[src/rtl/fu_wb_arbiter.sv]
`default_nettype none
// ============================================================================
//  Module   : fu_wb_arbiter (with package fu_wb_pkg)
//  Summary  : Takes results from NB_FU functional units and holds each one in
//             a small FIFO per unit. The FIFOs drain round-robin, one result
//             per cycle, into a single registered writeback port.
//  Revision : 1.0  initial release
// ============================================================================

package fu_wb_pkg;
    typedef struct packed {
        logic [31:0] pc;
        logic [7:0]  id;
        logic [5:0]  prd;
        logic [31:0] rdval;
    } fu_output_t;
endpackage

module fu_wb_arbiter
    import fu_wb_pkg::*;
#(
    parameter int NB_FU = 4,
    parameter int DEPTH = 2
) (
    input  logic                   clk,
    input  logic                   rst,
    input  logic [NB_FU-1:0]       fu_valid_i,
    input  fu_output_t [NB_FU-1:0] fu_output_i,
    output logic [NB_FU-1:0]       fu_ready_o,
    input  logic                   flush_i,
    output logic                   wb_valid_o,
    output fu_output_t             wb_o,
    input  logic                   wb_ready_i
);

    localparam int PTR_W = (DEPTH > 1) ? $clog2(DEPTH) : 1;
    localparam int CNT_W = $clog2(DEPTH + 1);
    localparam int IDX_W = (NB_FU > 1) ? $clog2(NB_FU) : 1;

    logic [NB_FU-1:0]       nonempty;
    logic [NB_FU-1:0]       push;
    logic [NB_FU-1:0]       pop;
    fu_output_t [NB_FU-1:0] head;

    logic             load_en;
    logic             any_ready;
    logic             load_any;
    logic [IDX_W-1:0] rr_q;
    logic [IDX_W-1:0] grant;
    logic [IDX_W-1:0] rr_next;

    // Pointers wrap at DEPTH, so the depth does not have to be a power of two.
    function automatic logic [PTR_W-1:0] ptr_inc(input logic [PTR_W-1:0] p);
        return (p == PTR_W'(DEPTH - 1)) ? '0 : p + 1'b1;
    endfunction

    assign load_en   = ~wb_valid_o | wb_ready_i;
    assign any_ready = |nonempty;
    assign load_any  = load_en & any_ready;

    for (genvar k = 0; k < NB_FU; k++) begin : g_fifo
        fu_output_t       mem [DEPTH];
        logic [PTR_W-1:0] rd_ptr;
        logic [PTR_W-1:0] wr_ptr;
        logic [CNT_W-1:0] count;

        // Ready comes only from the registered count. A full FIFO refuses a
        // push even when it is popped in the same cycle.
        assign fu_ready_o[k] = (count < CNT_W'(DEPTH));
        assign nonempty[k]   = (count != '0);
        assign push[k]       = fu_valid_i[k] & fu_ready_o[k] & ~flush_i;
        assign pop[k]        = load_any & (grant == IDX_W'(k)) & ~flush_i;
        assign head[k]       = mem[rd_ptr];

        // Result storage. It has no reset because count decides which entries are valid.
        always_ff @(posedge clk) begin
            if (push[k]) begin
                mem[wr_ptr] <= fu_output_i[k];
            end
        end

        // Occupancy and pointers. A flush clears them.
        always_ff @(posedge clk or posedge rst) begin
            if (rst) begin
                rd_ptr <= '0;
                wr_ptr <= '0;
                count  <= '0;
            end else if (flush_i) begin
                rd_ptr <= '0;
                wr_ptr <= '0;
                count  <= '0;
            end else begin
                if (push[k]) wr_ptr <= ptr_inc(wr_ptr);
                if (pop[k])  rd_ptr <= ptr_inc(rd_ptr);
                if (push[k] & ~pop[k]) begin
                    count <= count + 1'b1;
                end else if (~push[k] & pop[k]) begin
                    count <= count - 1'b1;
                end
            end
        end
    end

    // Round-robin scan: grant the first non-empty FU at or after rr_q, wrapping at NB_FU.
    always_comb begin
        logic [IDX_W:0]   sum;
        logic [IDX_W-1:0] idx;
        logic             found;
        grant = rr_q;
        found = 1'b0;
        sum   = '0;
        idx   = '0;
        for (int i = 0; i < NB_FU; i++) begin
            sum = {1'b0, rr_q} + (IDX_W + 1)'(i);
            if (sum >= (IDX_W + 1)'(NB_FU)) begin
                sum = sum - (IDX_W + 1)'(NB_FU);
            end
            idx = sum[IDX_W-1:0];
            if (!found && nonempty[idx]) begin
                grant = idx;
                found = 1'b1;
            end
        end
    end

    assign rr_next = (grant == IDX_W'(NB_FU - 1)) ? '0 : grant + 1'b1;

    // Output register. It loads when empty or accepted, and holds under backpressure.
    always_ff @(posedge clk or posedge rst) begin
        if (rst) begin
            wb_valid_o <= 1'b0;
            wb_o       <= '0;
            rr_q       <= '0;
        end else if (flush_i) begin
            wb_valid_o <= 1'b0;
        end else if (load_en) begin
            wb_valid_o <= any_ready;
            if (any_ready) begin
                wb_o <= head[grant];
                rr_q <= rr_next;
            end
        end
    end

    a_no_push_full : assert property (@(posedge clk) disable iff (rst)
        (push & ~fu_ready_o) == '0);

    a_no_pop_empty : assert property (@(posedge clk) disable iff (rst)
        (pop & ~nonempty) == '0);

    a_wb_stable : assert property (@(posedge clk) disable iff (rst)
        (wb_valid_o && !wb_ready_i && !flush_i) |=> (wb_valid_o && $stable(wb_o)));

endmodule

`default_nettype wire
[config.mk]
export PLATFORM = sky130hd
export DESIGN_NAME = fu_wb_arbiter
export DESIGN_NICKNAME = d
export VERILOG_FILES = /design/src/rtl/fu_wb_arbiter.sv
export SDC_FILE = /design/constraint.sdc
export NUM_CORES = 1
export LEC_CHECK = 0
export ABC_CLOCK_PERIOD_IN_PS = 7850
export CAP_MARGIN = 30
export CORE_MARGIN = 5
export CORE_UTILIZATION = 24
export CTS_BUF_LIST = sky130_fd_sc_hd__clkbuf_4 sky130_fd_sc_hd__clkbuf_8
export CTS_CLUSTER_DIAMETER = 40
export DETAILED_ROUTE_END_ITERATION = 8
export HOLD_SLACK_MARGIN = 0.06
export SYNTH_ARGS = -nofsm -noshare
export SYNTH_HDL_FRONTEND = slang
export SYNTH_SLANG_ARGS = --single-unit
export TNS_END_PERCENT = 100
[constraint.sdc]
create_clock -name clk -period 7.85 [get_ports clk]
set_clock_uncertainty 0.05 [all_clocks]
set_input_delay 1.57 -clock clk [delete_from_list [all_inputs] [get_ports clk]]
set_output_delay 1.57 -clock clk [all_outputs]
set_load 0.01 [all_outputs]
==> summary.md <==
| Metric | Value |
|---|---|
| FF-to-FF Start | g_fifo[3].count[0]$_DFFE_PP0P_ |
| Drt initial violations | 1013 |
| Chip Width | 350 um |
| Post-synthesis compound-gate area fraction | 0.0992 |
| Io pins | between 400 and 500 |
| Worst slew pin tran | 0.957 ns |
| Worst VDD drop | slightly above 0.0004 V |
| Post-cts gate resize count | 0 |
| Slew Viols, Final | 0 |
| GR peak layer | met2 |
| Endpoint class of the critical path | flip-flop |
| Synthesized area | 27700 um^2 |
| Post-Synth Simple-Gate Area | 0.0279 |
| Total negative slack | 0 ns |
| Worst setup startpoint | g_fifo[3].count[0]$_DFFE_PP0P_ |
| Startpoint types | flip-flop |
| Post-synthesis xor/xnor area fraction | 0.00443 |
| FF+latch count, synth | approximately 700 |
| Die height | 350 um |
| Die ar. | around 120000 um^2 |
| GRT met2 Usage | 0.219 |
| RSZ-0062 raised after global routing | no |
| Hold Crit Start | wb_o[40]$_DFFE_PP0P_ |
| DRT Pass-1 Iters | 5 |
| Clock transition at path regs | about 0.060 ns |
| Highest Clock Rate | between 0.2 and 0.3 GHz |
| CTS H-tree depth | 4 |
| Hpwl dp | 55.3 mm |
| Post-layout min period | 3.64 ns |
| R2R Setup Slk | 4.21 ns |
| Wire per inst | 22.0 um |
| Number of global-route vias before repair | 17200 |
| CTS buffer count | 130 |
| Sink Count | 721 |
| Register area | about 21000 um^2 |
| Global-route wire length before repair | between 100 and 150 mm |
| Area of the multi-input gates | 6090 um^2 |
| Gpl congestion | 0.787 |
| Met3 Use GR | 0.0396 |
| Mapped Nets | 1884 |
| Final wirelength | 80.7 mm |
| Area grow syn2layout | 31.7% |
| GRT Overall Usage | 0.129 |
| Power density cells | 350 nW/um^2 |
| Post-Synthesis Cells | 1563 |
| Worst hold slack | roughly 0.46 ns |
| Synth async-reset ratio | 0.135 |
| IO Port Bufs | 402 |
| WS Path Type | flip-flop to flip-flop |
| Post-synth top area share | 0.677 |
| Worst Path Arrival | 4.34 ns |
| Type of the most critical hold path | flip-flop to flip-flop |
| Post-route design area | 36500 um^2 |
| Core area | 115000 um^2 |
| Critical path data required time | 8.55 ns |
| Pin count of the biggest net entering global routing | 160 |
| Remaining global-route overflow | 0 |
| Syn Area/Cell | 17.7 um^2 |
| Setup bufs post-CTS | 0 |
| Adder-cell share of the synthesized area | 0.000452 |
| Fillers | 11100 |
| Via density | between 4 and 5 |
| Total Nets Final | between 2000 and 2500 |
| Yosys cell types | 46 |
| Initial core utilization | 0.242 |
| Leakage | around 0.012 uW |
| Power, Total | 12700 uW |
| Final Setup Violations | 0 |
| Max_slew headroom | 0.362 |
| Layout cells sized above 1 | 0.135 |
| Clk_lat worst skew | 0.81 ns |
| Remaining antenna violation count | 0 |
| Mux contribution to synthesized area | 0.0850 |
| Rows | between 100 and 150 |
| GR Util met1 | 0.146 |
| # Max-Cap Violations | 0 |
| Cell Area, Placed | ~34000 um^2 |
| Clock Root Buffer | clkbuf_8 |
| Hold_buf cts | 0 |
| Yosys Warn Count | 0 |
| CTS tree | yes |
| Commonest register cell after synthesis | edfxtp_1 |
| Status | finished clean |
| Clk buf depth | 3 |
| Fin crit share | 0.464 |
| Initial antenna violation count | 36 |
| Drt drc | 0 |
| Worst Path Max Fanout | 63 |
| Via Count | 16200 |
| Leading area contributor after synthesis | edfxtp_1 |
| Synth area leaders | edfxtp_1 68%, dfrtp_1 8.8%, mux2i_1 8.5%, a211oi_1 4.3%, o221ai_1 2.5% |
| Main combinational cell family by area after synthesis | compound AO/OA/AOI/OAI gates |
| Sequential area share after synthesis | 0.764 |
| Finished Core Util | 0.318 |
| Number of synthesized flops with an enable pin | about 620 |
| Final count of hold timing violations | 0 |
## worst max-delay path, stage by stage (launching register included)
cell and delay, ns:
dfrtp_1 0.44, or4_4 0.58, a21oi_1 0.19, a211o_4 0.59, buf_4 0.55, a211oi_1 0.13, a211oi_1 0.69, o22a_1 0.26
## path summary, 6_finish.rpt
kind                            cells after the start                      endpoint
min in group asynchronous                           2          wb_o[46]$_DFFE_PP0P_
worst min register to register                      1          wb_o[40]$_DFFE_PP0P_
worst min-delay path                                1          wb_o[40]$_DFFE_PP0P_
max in group asynchronous                           3  g_fifo[3].rd_ptr$_DFFE_PP0P_
worst max-delay path                                7          wb_o[48]$_DFFE_PP0P_
worst max register to register                      7          wb_o[48]$_DFFE_PP0P_
## kinds of logic (layout without fill, tap and decap cells)
logic type                 after synthesis  in the layout
DFF                                    721            721
adders and majority gates                1              1
muxes                                  235            235
xor gates and xnor gates                14             14
other                                    0             28
AOI/OAI and AO/OA                      344            344
and+or+nand+nor                        130            130
buffers and inverters                  118            685
## flip-flops by register name, indices dropped and copies added (netlist names)
signal         flops
g_fifo.wr_ptr      4
g_fifo.mem       624
g_fifo.count       8
rr_q               2
wb_o              78
wb_valid_o         1
g_fifo.rd_ptr      4
## cell type report
cell class / instances / area share
diodes: 28 / 0.00192
clock buffers: 188 / 0.0644
clock inverters: 51 / 0.0123
inverters: 8 / 0.000892
multi-input cells: 724 / 0.167
flip-flops and latches: 721 / 0.581
well taps: 1512 / 0.0519
repair buffers: 438 / 0.121
## routing by layer
metal  routed length (um)  part of all wire  vias to the layer above
met5                   46           0.00057                        -
met4                 2910             0.036                        6
met3                 5920             0.073                      156
met2                40900              0.51                      551
met1                31000              0.38                     8130
li1                     -                 -                     7343
## power by group
part	total [uW]	leakage (uW)	internal [uW]	switching, uW
clock	3670	0.00147	2060	1610
combinational	4010	0.00336	1640	2370
sequential	5060	0.00682	4710	351
## cells in the final DEF, fill, tap and decap left out, types with 17 or more instances in the layout
master,synthesis,routed
edfxtp_1,624,624
clkdlybuf4s50_1,0,402
mux2i_1,234,234
a211oi_1,158,158
clkbuf_8,0,150
dfrtp_1,97,93
nor2b_1,80,80
o221ai_1,79,79
o22a_1,78,78
clkbuf_4,0,38
buf_4,1,29
diode_2,0,28
nor2_1,18,17
## cells in the mapped netlist (7+ instances only)
cell type  count
a211oi_1     158
a21oi_1        8
buf_2         29
clkbuf_1      73
dfrtp_1       97
edfxtp_1     624
inv_1          8
mux2i_1      234
nand2_1        7
nor2_1        18
nor2b_1       80
nor3_1         7
o21ai_0        7
o221ai_1      79
o22a_1        78
xnor2_1       10
## per-stage QoR
step	instances	setup WS (ns)
after floorplan	1563	-0.482
after global placement	3397	3.44
after detailed placement	3400	3.44
after CTS	3639	4.16
after global routing	3658	4.10
final	3670	4.21
No activity file was read; power rests on OpenSTA's default activity.
